===== src/rtl/cpu_pkg.sv =====
// Shared CPU types and constants: T-phase encoding, bus address width, NOP opcode.
package cpu_pkg;

  typedef logic [1:0] t_phase_t;

  localparam t_phase_t T_PHASE_0 = 2'd0;
  localparam t_phase_t T_PHASE_1 = 2'd1;
  localparam t_phase_t T_PHASE_2 = 2'd2;
  localparam t_phase_t T_PHASE_3 = 2'd3;

  localparam int BUS_ADDR_W = 16;

  localparam logic [7:0] OPCODE_NOP = 8'h00;

endpackage


===== src/rtl/cpu_t_counter.sv =====
// T-phase counter: divides the T-cycle enable into 4-phase M-cycles and
// produces the combinational m_cycle strobe; a stall freezes the phase.
module cpu_t_counter
  import cpu_pkg::*;
(
  input  logic       clk,
  input  logic       reset,
  input  logic       t_cycle_en,
  input  logic       stall,
  output logic [1:0] t_phase,
  output logic       m_cycle
);

  t_phase_t t_phase_q;
  t_phase_t t_phase_d;

  always_comb begin
    t_phase_d = t_phase_q;
    if (t_cycle_en && !stall) begin
      t_phase_d = t_phase_q + 2'd1;
    end
  end

  always_ff @(posedge clk or posedge reset) begin
    if (reset) begin
      t_phase_q <= T_PHASE_0;
    end else begin
      t_phase_q <= t_phase_d;
    end
  end

  // Stall only ever occurs at phase 2, so it never needs to gate m_cycle here.
  assign m_cycle = t_cycle_en & (t_phase_q == T_PHASE_3) & ~reset;
  assign t_phase = t_phase_q;

endmodule


===== src/rtl/cpu_bus_sequencer.sv =====
// Bus sequencer between the CPU control FSM and the memory bus.
// Optional wait-state support (bus_ready stalls phase 2) when CPU_BUS_WAIT_EN is defined.
module cpu_bus_sequencer
  import cpu_pkg::*;
#(
  parameter int         ADDR_W   = BUS_ADDR_W,
  parameter logic [7:0] IR_RESET = OPCODE_NOP
) (
  input  logic              clk,
  input  logic              reset,
  input  logic              t_cycle_en,
  input  logic              mem_enable,
  input  logic              mem_write,
  input  logic              inst_load,
  input  logic [ADDR_W-1:0] addr,
  input  logic [7:0]        wdata,
  input  logic [7:0]        bus_rdata,
  input  logic              bus_ready,
  output logic              m_cycle,
  output logic [1:0]        t_phase,
  output logic [ADDR_W-1:0] bus_addr,
  output logic [7:0]        bus_wdata,
  output logic              bus_rd,
  output logic              bus_wr,
  output logic [7:0]        rdata,
  output logic [7:0]        instruction_register
);

  logic              req_en_q, req_en_d;
  logic              req_wr_q, req_wr_d;
  logic              req_ir_q, req_ir_d;
  logic [ADDR_W-1:0] bus_addr_q, bus_addr_d;
  logic [7:0]        bus_wdata_q, bus_wdata_d;
  logic              bus_rd_q, bus_rd_d;
  logic              bus_wr_q, bus_wr_d;
  logic [7:0]        rdata_q, rdata_d;
  logic [7:0]        ir_q, ir_d;
  logic              stall;
  t_phase_t          phase;

`ifdef CPU_BUS_WAIT_EN
  assign stall = t_cycle_en & (phase == T_PHASE_2) & req_en_q & ~bus_ready;
`else
  logic unused_bus_ready;
  assign unused_bus_ready = bus_ready;
  assign stall = 1'b0;
`endif

  cpu_t_counter u_t_counter (
    .clk        (clk),
    .reset      (reset),
    .t_cycle_en (t_cycle_en),
    .stall      (stall),
    .t_phase    (phase),
    .m_cycle    (m_cycle)
  );

  always_comb begin
    req_en_d    = req_en_q;
    req_wr_d    = req_wr_q;
    req_ir_d    = req_ir_q;
    bus_addr_d  = bus_addr_q;
    bus_wdata_d = bus_wdata_q;
    bus_rd_d    = bus_rd_q;
    bus_wr_d    = bus_wr_q;
    rdata_d     = rdata_q;
    ir_d        = ir_q;
    if (t_cycle_en && !stall) begin
      case (phase)
        T_PHASE_0: begin
          req_en_d = mem_enable;
          req_wr_d = mem_write;
          req_ir_d = inst_load;
          bus_rd_d = mem_enable & ~mem_write;
          if (mem_enable) begin
            bus_addr_d  = addr;
            bus_wdata_d = wdata;
          end
        end
        // Write strobe spans phase 2 only, leaving one T of setup and hold.
        T_PHASE_1: bus_wr_d = req_en_q & req_wr_q;
        T_PHASE_2: begin
          bus_wr_d = 1'b0;
          if (req_en_q && !req_wr_q) begin
            rdata_d = bus_rdata;
          end
        end
        default: begin
          bus_rd_d = 1'b0;
          if (req_ir_q && req_en_q && !req_wr_q) begin
            ir_d = rdata_q;
          end
        end
      endcase
    end
  end

  always_ff @(posedge clk or posedge reset) begin
    if (reset) begin
      req_en_q    <= 1'b0;
      req_wr_q    <= 1'b0;
      req_ir_q    <= 1'b0;
      bus_addr_q  <= '0;
      bus_wdata_q <= '0;
      bus_rd_q    <= 1'b0;
      bus_wr_q    <= 1'b0;
      rdata_q     <= '0;
      ir_q        <= IR_RESET;
    end else begin
      req_en_q    <= req_en_d;
      req_wr_q    <= req_wr_d;
      req_ir_q    <= req_ir_d;
      bus_addr_q  <= bus_addr_d;
      bus_wdata_q <= bus_wdata_d;
      bus_rd_q    <= bus_rd_d;
      bus_wr_q    <= bus_wr_d;
      rdata_q     <= rdata_d;
      ir_q        <= ir_d;
    end
  end

  assign t_phase              = phase;
  assign bus_addr             = bus_addr_q;
  assign bus_wdata            = bus_wdata_q;
  assign bus_rd               = bus_rd_q;
  assign bus_wr               = bus_wr_q;
  assign rdata                = rdata_q;
  assign instruction_register = ir_q;

endmodule


===== config.mk =====
export PLATFORM = sky130hd
export DESIGN_NAME = cpu_bus_sequencer
export DESIGN_NICKNAME = d
export VERILOG_FILES = /design/src/rtl/cpu_pkg.sv /design/src/rtl/cpu_t_counter.sv /design/src/rtl/cpu_bus_sequencer.sv
export SDC_FILE = /design/constraint.sdc
export NUM_CORES = 1
export LEC_CHECK = 0
export ABC_CLOCK_PERIOD_IN_PS = 2900
export CAP_MARGIN = 0
export CORE_UTILIZATION = 37
export CTS_BUF_LIST = sky130_fd_sc_hd__clkbuf_4
export DETAILED_ROUTE_END_ITERATION = 8
export GPL_ROUTABILITY_DRIVEN = 0
export PLACE_DENSITY = 0.72
export SLEW_MARGIN = 20
export SYNTH_ARGS = -nofsm -noshare
export SYNTH_HDL_FRONTEND = slang
export SYNTH_SLANG_ARGS = --single-unit

===== constraint.sdc =====
create_clock -name clk -period 2.9 [get_ports clk]
set_clock_uncertainty 0.1 [all_clocks]
set_input_delay 0.58 -clock clk [delete_from_list [all_inputs] [get_ports clk]]
set_output_delay 0.58 -clock clk [all_outputs]
set_load 0.05 [all_outputs]

==> results of run 1 <==
==> kinds of logic (layout without fill, tap and decap cells) <==
group,count (synthesis),count (layout),share of synthesized area (%)
adder cells (fa/ha/maj),3,3,1.95
flip-flops,47,47,61.0
buffers and inverters,7,97,2.53
XOR/XNOR,1,1,0.454
AND/OR/NAND/NOR,11,11,4.87
multiplexers,42,42,28.0
AO/OA/AOI/OAI,4,4,1.17
==> flip-flops by register name (all words and copies together) (netlist names) <==
| signal | cells |
|---|---|
| u_t_counter.t_phase | 2 |
| bus_rd | 1 |
| bus_wdata | 8 |
| bus_wr | 1 |
| req_en_q | 1 |
| req_wr_q | 1 |
| req_ir_q | 1 |
| bus_addr | 16 |
| rdata | 8 |
| instruction_register | 8 |
==> synthesized netlist by cell type <==
cell	count
sky130_fd_sc_hd__and3_1	1
sky130_fd_sc_hd__o31ai_1	1
sky130_fd_sc_hd__xor2_1	1
sky130_fd_sc_hd__dfrtp_1	47
sky130_fd_sc_hd__nand3_4	1
sky130_fd_sc_hd__ha_1	3
sky130_fd_sc_hd__nand3_2	1
sky130_fd_sc_hd__nand4_1	1
sky130_fd_sc_hd__nand4_4	1
sky130_fd_sc_hd__o21ai_0	3
sky130_fd_sc_hd__inv_1	4
sky130_fd_sc_hd__mux2_2	24
sky130_fd_sc_hd__buf_6	3
sky130_fd_sc_hd__mux2_4	18
sky130_fd_sc_hd__nand2_1	5
sky130_fd_sc_hd__nor2b_4	1
==> layer usage <==
metal	routed length, µm	GRT usage (%)	vias up
li1	-	-	580
met1	1670	17.8	609
met2	2070	27.8	48
met3	374	7.45	5
met4	48	5.56	0
met5	0	0	-
==> per-stage QoR <==
stage                     utilization, %  worst slack (ps)  cells
after floorplan                        -              46.0    115
after global placement              58.0               579    264
after detailed placement            58.0               562    264
after CTS                           59.2               540    272
after global routing                59.2               517    272
final                               59.2               558    272
==> worst max-delay path: cells and delay by family <==
family,cells,cell delay [ps]
buffers and inverters,2,810
and+or+nand+nor,1,270
==> final timing paths <==
path / startpoint / endpoint / slack [ps] / cells past startpoint
setup / recovery: t_cycle_en / m_cycle / 560 / 3
hold / removal: instruction_register[2] / instruction_register[2] / 420 / 1
setup reg to reg: u_t_counter.t_phase[0] / bus_wdata[2] / 1030 / 5
hold reg to reg: instruction_register[2] / instruction_register[2] / 420 / 1
max in group asynchronous: reset / bus_wdata[2] / 1710 / 3
min in group asynchronous: reset / instruction_register[0] / 600 / 3
==> power by group through the flow <==
stage	logic [µW]	registers, µW	clock network, µW
after floorplan	517	2210	0
after global placement	2300	1160	0
after detailed placement	2310	1190	0
after CTS	2330	1180	321
after global routing	2410	1220	343
final	2310	1180	307
==> layout by cell type, fill, tap and decap left out, types with 2 or more instances in the layout <==
master,n
sky130_fd_sc_hd__buf_4,3
sky130_fd_sc_hd__mux2_2,24
sky130_fd_sc_hd__clkbuf_4,5
sky130_fd_sc_hd__clkinvlp_4,2
sky130_fd_sc_hd__inv_1,3
sky130_fd_sc_hd__clkdlybuf4s50_1,81
sky130_fd_sc_hd__ha_1,3
sky130_fd_sc_hd__o21ai_0,3
sky130_fd_sc_hd__mux2_4,18
sky130_fd_sc_hd__nand2_1,5
sky130_fd_sc_hd__dfrtp_1,47
==> final cells by class <==
cell class / instances / area [µm²] / share of cell area [%]
clock buffers: 5 / 37.5 / 1.30
clock inverters: 3 / 20.0 / 0.693
inverters: 4 / 15.0 / 0.520
multi-input cells: 61 / 703 / 24.3
flip-flops and latches: 47 / 1180 / 40.7
well taps: 67 / 83.8 / 2.90
repair buffers: 85 / 853 / 29.5
==> metrics.md, run 1 <==
| Metric | Value |
|---|---|
| Outcome | finished, final reports clean |
| Cell at the root of the clock tree | sky130_fd_sc_hd__clkbuf_4 |
| Site Rows | 25 |
| CTS H-tree lvls | 2 |
| Fmax | 427 MHz |
| Static leakage | 0.00132 µW |
| Max-slew violation count | 0 |
| Worst setup EP type | output pin |
| Post-synthesis cell type with the largest combined area | sky130_fd_sc_hd__dfrtp_1 |
| Net Sw Power | 1830 µW |
| P per Cell Area | 1310 nW/µm² |
| Synthesis warning total | 0 |
| I/O pin count | 84 |
| Total non-filler cell area in the finished layout | 2890 µm² |
| Vertical die dimension | 74.2 µm |
| Relative area change from synthesis to final layout | 49.8% |
| Count of antenna-violating nets left after detailed routing | 0 |
| Worst IR drop on VDD | 0.657 mV |
| Post-synthesis instance area | 1930 µm² |
| Number of resized instances in the post-cts repair step | 0 |
| Worst-Margin Slew | 577 ps |
| Global-route wire length before repair | 6520 µm |
| Area fraction of the dominant cell type after synthesis | 61.0% |
| Worst Path Required | 2220 ps |
| Critical path's largest stage delay | 660 ps |
| Setup_tns | 0 ps |
| Estimated wirelength of the detail-placed design | 3000 µm |
| Clock tree sinks | 47 |
| Number of violations of the max-capacitance limit | 0 |
| Pwr Total | 3790 µW |
| Mean instance size in the synthesized netlist | 16.8 µm² |
| CTS Hold Bufs | 0 |
| Post-route clock period utilization | 80.7% |
| Cell type of the slowest stage on the worst timing path | sky130_fd_sc_hd__clkdlybuf4s50_1 |
| Detailed router's first-iteration violation count | 16 |
| Share of cells above drive strength 1 | 28.8% |
| Cell area after placement | 2830 µm² |
| Number of antenna violations at the first check in global routing | 0 |
| Arrival time reported for the critical path endpoint | 1660 ps |
| Hold Crit Class | reg -> reg |
| Post-layout min period | 2340 ps |
| Proportion of power drawn by flip-flops and latches | 31.0% |
| Largest cells by area after synthesis | sky130_fd_sc_hd__dfrtp_1 (61%), sky130_fd_sc_hd__mux2_4 (14%), sky130_fd_sc_hd__mux2_2 (14%), sky130_fd_sc_hd__ha_1 (1.9%), sky130_fd_sc_hd__buf_6 (1.8%) |
| Clock latency at the later pin of the worst-skew pair | 360 ps |
| Number of different library cells in the post-synthesis netlist | 16 |
| Maximum number of pins on one net before global-route repair | 48 |
| Number of buffers added on ports | 82 |
| Die footprint | 5500 µm² |
| Core outline area | 4880 µm² |
| Number of failing setup endpoints in the final timing report | 0 |
| Total grt overflow | 0 |
| Number of buffers inserted to repair setup after CTS | 0 |
| CTS tree | yes |
| Kind of start point of the critical path | primary input |
| Number of global-route vias before repair | 1410 |
| Endpoints failing hold | 0 |
| Register area share after synthesis | 61.0% |
| CTS buffer count | 5 |
| Worst hold slack across all endpoints | 420 ps |
| Gate count of the mapped netlist | 115 |
| Starting density of the core | 39.5% |
| Die boundary width | 74.2 µm |
| 1st-pass router iterations | 2 |
| Flip-flop and latch count after synthesis | 47 |
| Worst relative slew slack | 61.6% |
| Classification of the worst setup path | in -> out |
| Number of fill cells in the layout | 426 |
| Switching power share of the total | 48.2% |
| Internal Pwr Total | 1970 µW |
| Final-stage net count | 246 |
| Combinational Power Share | 60.9% |
| Share of power burned in the clock network | 8.1% |
| Count of inserted antenna diode cells | 0 |
| Drt via density | 4.57 |
| RSZ-0062 raised after global routing | false |
| Vias | 1242 |
| Global routing usage summed across all routing layers | 16.2% |
| Total routed wirelength | 4160 µm |
| Net Count, Synth | 157 |
| Clock buffer depth | 2 |
| CTS clk-pin slew, worst paths | 140 ps |
| Maximum fanout along the worst path | 5 |
| Count of unresolved DRC violations after routing | 0 |
| Drt wl/cell | 15.3 µm |
| Crit path cell chain | clkdlybuf4s50_1 -> and3_1 -> buf_12 |
(Power assumes the default switching activity.)
==> run 2, diff against run 1 <==
--- a/config.mk
+++ b/config.mk
@@ -5,7 +5,7 @@
 export SDC_FILE = /design/constraint.sdc
 export NUM_CORES = 1
 export LEC_CHECK = 0
-export ABC_CLOCK_PERIOD_IN_PS = 2900
+export ABC_CLOCK_PERIOD_IN_PS = 2400
 export CAP_MARGIN = 0
 export CORE_UTILIZATION = 37
 export CTS_BUF_LIST = sky130_fd_sc_hd__clkbuf_4
==> constraint.sdc (replaced) <==
create_clock -name clk -period 2.4 [get_ports clk]
set_clock_uncertainty 0.1 [all_clocks]
set_input_delay 0.48 -clock clk [delete_from_list [all_inputs] [get_ports clk]]
set_output_delay 0.48 -clock clk [all_outputs]
set_load 0.05 [all_outputs]
==> metrics.md, run 2 (synthesis gave the netlist of run 1 again) <==
| Metric | Value |
|---|---|
| Outcome | finished, final reports clean |
| Cell at the root of the clock tree | sky130_fd_sc_hd__clkbuf_4 |
| Number of buffers inserted to repair setup after CTS | 0 |
| Family with the most delay on the worst path | buffers and inverters |
| Number of resized instances in the post-cts repair step | 0 |
| Setup_tns | 0 ps |
| Maximum fanout along the worst path | 4 |
| Classification of the worst setup path | reg -> out |
| 1st-pass router iterations | 3 |
| Hold Crit Class | reg -> reg |
| Internal Pwr Total | 2480 µW |
| Relative area change from synthesis to final layout | 51.4% |
| RSZ-0062 raised after global routing | false |
| Net Sw Power | 2170 µW |
| Worst setup EP type | output pin |
| CTS buffer count | 5 |
| Number of fill cells in the layout | 419 |
| Number of failing setup endpoints in the final timing report | 0 |
| Site Rows | 25 |
| Die boundary width | 74.2 µm |
| Global routing usage summed across all routing layers | 14.8% |
| Core outline area | 4880 µm² |
| CTS tree | yes |
| Detailed router's first-iteration violation count | 18 |
| Sum of buffers and inverters on the critical path | 1 |
| Pwr Total | 4650 µW |
| P per Cell Area | 1590 nW/µm² |
| Drt via density | 4.59 |
| Number of flip-flops in the largest register | 16 |
| Worst IR drop on VDD | 0.796 mV |
| Global-route wire length before repair | 6080 µm |
| Drt wl/cell | 14.2 µm |
| Final-stage net count | 247 |
| Max-slew violation count | 0 |
| Endpoints failing hold | 0 |
| Vertical die dimension | 74.2 µm |
| Starting density of the core | 39.5% |
| Number of global-route vias before repair | 1277 |
| Vias | 1252 |
| Post-layout min period | 2190 ps |
| I/O pin count | 84 |
| Number of violations of the max-capacitance limit | 0 |
| Most common library cell in the layout ignoring fill and taps | sky130_fd_sc_hd__clkdlybuf4s50_1 |
| Maximum number of pins on one net before global-route repair | 48 |
| Worst Path Required | 1820 ps |
| Storage element area | 1180 µm² |
| Area taken by multi-input logic gates | 703 µm² |
| Share of cells above drive strength 1 | 28.6% |
| Total grt overflow | 0 |
| Post-route clock period utilization | 91.3% |
| Critical path's largest stage delay | 830 ps |
| Proportion of power drawn by flip-flops and latches | 30.2% |
| CTS Hold Bufs | 0 |
| Combinational Power Share | 60.0% |
| Final cell count without fillers | 273 |
| Number of placed instances with taps included | 265 |
| Share of power burned in the clock network | 9.8% |
| Count of inserted antenna diode cells | 0 |
| Number of antenna violations at the first check in global routing | 0 |
| Worst relative slew slack | 60.4% |
| Clock buffer depth | 2 |
| Static leakage | 0.00134 µW |
| Kind of start point of the critical path | register |
| Most frequent cells in the layout | sky130_fd_sc_hd__clkdlybuf4s50_1 (81), sky130_fd_sc_hd__dfrtp_1 (47), sky130_fd_sc_hd__mux2_2 (24), sky130_fd_sc_hd__mux2_4 (18) |
| CTS H-tree lvls | 2 |
| Arrival time reported for the critical path endpoint | 1610 ps |
| Total routed wirelength | 3880 µm |
| Count of unresolved DRC violations after routing | 0 |
| Cell type of the slowest stage on the worst timing path | sky130_fd_sc_hd__clkdlybuf4s50_1 |
| Clock latency at the later pin of the worst-skew pair | 350 ps |
| Number of buffers added on ports | 82 |
| Count of antenna-violating nets left after detailed routing | 0 |
| Fmax | 457 MHz |
| Die footprint | 5500 µm² |
| Worst-Margin Slew | 594 ps |
| Estimated wirelength of the detail-placed design | 2780 µm |
| Switching power share of the total | 46.6% |
| CTS clk-pin slew, worst paths | 120 ps |
| Clock tree sinks | 47 |
| Crit path cell chain | clkdlybuf4s50_1 |
| Worst hold slack across all endpoints | 404 ps |
-- run 2: cell count changes in the layout (fill, tap and decap cells not counted), sizes merged --
cell	delta
inv	-1
clkinvlp	-1
buf	+1
bufinv	+1
clkinv	+1
-- run 2: per-layer routing --
| metal | part of all wire, % | track usage [%] |
|---|---|---|
| met3 | 7.5 | 5.42 |
| met5 | 0 | 0 |
| met4 | 1.1 | 4.49 |
| met1 | 44 | 18.4 |
| met2 | 47 | 24.2 |
-- run 2: worst min-delay path: stages, from the launching register on --
cell	delay, ps
sky130_fd_sc_hd__dfrtp_1	360
sky130_fd_sc_hd__nand2_1	50
sky130_fd_sc_hd__o21ai_0	60
-- run 2: path summary, 6_finish.rpt --
check / start / to / slack (ps) / cells after the start
worst max-delay path: u_t_counter.t_phase[0] / t_phase[0] / 210 / 1
worst min-delay path: bus_wr / bus_wr / 400 / 2
worst max register to register: u_t_counter.t_phase[0] / bus_wdata[4] / 770 / 5
worst min register to register: bus_wr / bus_wr / 400 / 2
max in group asynchronous: reset / bus_addr[11] / 1230 / 3
min in group asynchronous: reset / instruction_register[0] / 570 / 3
-- run 2: area by class of cell --
cell class	instances	area share, %
inverters	4	0.643
multi-input cells	61	24.1
clock inverters	3	1.33
repair buffers	86	29.5
flip-flops and latches	47	40.3
well taps	67	2.87
clock buffers	5	1.29
-- run 2: power groups by stage --
stage,combinational (µW),clock (µW),sequential (µW)
after floorplan,625,0,2670
after global placement,2780,0,1400
after detailed placement,2800,0,1430
after CTS,2810,475,1410
after global routing,2900,504,1460
final,2790,454,1410
-- run 2: stage by stage --
step | area, µm² | setup slack [ps] | util, %
global placement | 2840 | 353 | 58.3
finish | 2920 | 210 | 59.8
detailed placement | 2840 | 359 | 58.3
global route | 2920 | 140 | 59.8
floorplan | 1930 | 70.3 | -
CTS | 2920 | 176 | 59.8
==> run 3, diff against run 2 <==
--- a/config.mk
+++ b/config.mk
@@ -5,7 +5,7 @@
 export SDC_FILE = /design/constraint.sdc
 export NUM_CORES = 1
 export LEC_CHECK = 0
-export ABC_CLOCK_PERIOD_IN_PS = 2400
+export ABC_CLOCK_PERIOD_IN_PS = 2330
 export CAP_MARGIN = 0
 export CORE_UTILIZATION = 37
 export CTS_BUF_LIST = sky130_fd_sc_hd__clkbuf_4
==> constraint.sdc (replaced) <==
create_clock -name clk -period 2.33 [get_ports clk]
set_clock_uncertainty 0.1 [all_clocks]
set_input_delay 0.466 -clock clk [delete_from_list [all_inputs] [get_ports clk]]
set_output_delay 0.466 -clock clk [all_outputs]
set_load 0.05 [all_outputs]
==> metrics.md, run 3 (synthesis gave the netlist of run 1 again) <==
| Metric | Value |
|---|---|
| Outcome | finished, final reports clean |
| Final cell count without fillers | 273 |
| Number of global-route vias before repair | 1321 |
| Kind of start point of the critical path | register |
| Starting density of the core | 39.5% |
| Core outline area | 4880 µm² |
| Number of buffers added on ports | 82 |
| Max-slew violation count | 0 |
| Clock latency at the later pin of the worst-skew pair | 340 ps |
| Worst setup startpoint | u_t_counter.t_phase[0] |
| Number of buffers inserted to repair setup after CTS | 0 |
| Static leakage | 0.00134 µW |
| CTS H-tree lvls | 2 |
| Worst-Margin Slew | 589 ps |
| Site Rows | 25 |
| I/O pin count | 84 |
| Maximum number of pins on one net before global-route repair | 48 |
| Number of cells on the critical path | 1 |
| Register-to-Register Setup Slack | 710 ps |
| Worst relative slew slack | 60.7% |
| Fin util | 59.8% |
| Worst Path Required | 1760 ps |
| Number of violations of the max-capacitance limit | 0 |
| Total non-filler cell area in the finished layout | 2920 µm² |
| Fmax | 461 MHz |
| Endpoints failing hold | 0 |
| Count of inserted antenna diode cells | 0 |
| FF-to-FF path depth | 5 |
| Worst setup EP type | output pin |
| Number of antenna violations at the first check in global routing | 0 |
| Cell area after placement | 2840 µm² |
| CTS tree | yes |
| Global-route wire length before repair | 6190 µm |
| Share of cells above drive strength 1 | 28.6% |
| Relative area change from synthesis to final layout | 51.4% |
| Clock buffer depth | 2 |
| CTS clk-pin slew, worst paths | 120 ps |
| RSZ-0062 raised after global routing | false |
| Crit Reg-Reg Endpoint | bus_wdata[0] |
| P per Cell Area | 1640 nW/µm² |
| Clock tree sinks | 47 |
| Arrival time reported for the critical path endpoint | 1600 ps |
| RR Startpoint | u_t_counter.t_phase[0] |
| Sum of buffers and inverters on the critical path | 1 |
| Detailed router's first-iteration violation count | 21 |
| Vias | 1245 |
| Critical path's largest stage delay | 830 ps |
| Global routing usage summed across all routing layers | 15.1% |
| Final-stage net count | 247 |
| Worst hold slack across all endpoints | 396 ps |
| Total grt overflow | 0 |
| Total routed wirelength | 3900 µm |
| End of the critical path | t_phase[0] |
| Number of placed instances with taps included | 265 |
| CTS Hold Bufs | 0 |
| Cell type of the slowest stage on the worst timing path | sky130_fd_sc_hd__clkdlybuf4s50_1 |
| Classification of the worst setup path | reg -> out |
| CTS buffer count | 5 |
| Estimated wirelength of the detail-placed design | 2860 µm |
| Maximum fanout along the worst path | 4 |
| Die boundary width | 74.2 µm |
| Worst IR drop on VDD | 0.823 mV |
| Count of antenna-violating nets left after detailed routing | 0 |
| Post-route clock period utilization | 93.1% |
| Family with the most delay on the worst path | buffers and inverters |
| Count of unresolved DRC violations after routing | 0 |
| Most frequent cells in the layout | sky130_fd_sc_hd__clkdlybuf4s50_1 (81), sky130_fd_sc_hd__dfrtp_1 (47), sky130_fd_sc_hd__mux2_2 (24), sky130_fd_sc_hd__mux2_4 (18) |
| Crit path cell chain | clkdlybuf4s50_1 |
| Drt via density | 4.56 |
| Cell at the root of the clock tree | sky130_fd_sc_hd__clkbuf_4 |
| Most common library cell in the layout ignoring fill and taps | sky130_fd_sc_hd__clkdlybuf4s50_1 |
| Drt wl/cell | 14.3 µm |
| Hold Crit Class | reg -> reg |
| Number of flip-flops in the largest register | 16 |
| Number of failing setup endpoints in the final timing report | 0 |
| Die footprint | 5500 µm² |
| Number of resized instances in the post-cts repair step | 0 |
| Post-layout min period | 2170 ps |
| 1st-pass router iterations | 4 |
| Vertical die dimension | 74.2 µm |
| Setup_tns | 0 ps |
-- run 3: stage by stage --
stage | power (µW) | setup slack [ps]
global route | 5020 | 74.2
global placement | 4310 | 310
CTS | 4840 | 128
finish | 4790 | 160
floorplan | 3390 | 28.3
detailed placement | 4350 | 307
-- run 3: worst min-delay path by stage --
stage / start / endpoint / slack, ps / cells after the start
finish: bus_wr / bus_wr / 400 / 2
global route: bus_addr[13] / bus_addr[13] / 440 / 1
CTS: bus_wr / bus_wr / 400 / 2
detailed placement: bus_wr / bus_wr / 370 / 2
global placement: bus_wr / bus_wr / 380 / 2
floorplan: req_en_q / req_en_q / 370 / 2
-- run 3: layout make-up --
class	instances	area [µm²]
Clock buffer	5	37.5
Inverter	4	18.8
Timing Repair Buffer	86	861
Clock inverter	3	38.8
Tap cell	67	83.8
Sequential cell	47	1180
Multi-Input combinational cell	61	703
Fill cell	399	1960
-- run 3: power breakdown --
group	internal [µW]	total (µW)	switching, µW
clock network	221	464	243
logic	1130	2870	1740
registers	1210	1450	242
-- run 3: per-layer routing --
metal  share of wire (%)  vias to the layer above  GRT usage [%]  wire length [µm]
li1                    -                      579              -                 -
met4                 1.1                        0           4.49                43
met1                  43                      607           18.5              1680
met2                  49                       53           25.5              1890
met5                   0                        -              0                 0
met3                 7.2                        6           5.01               282
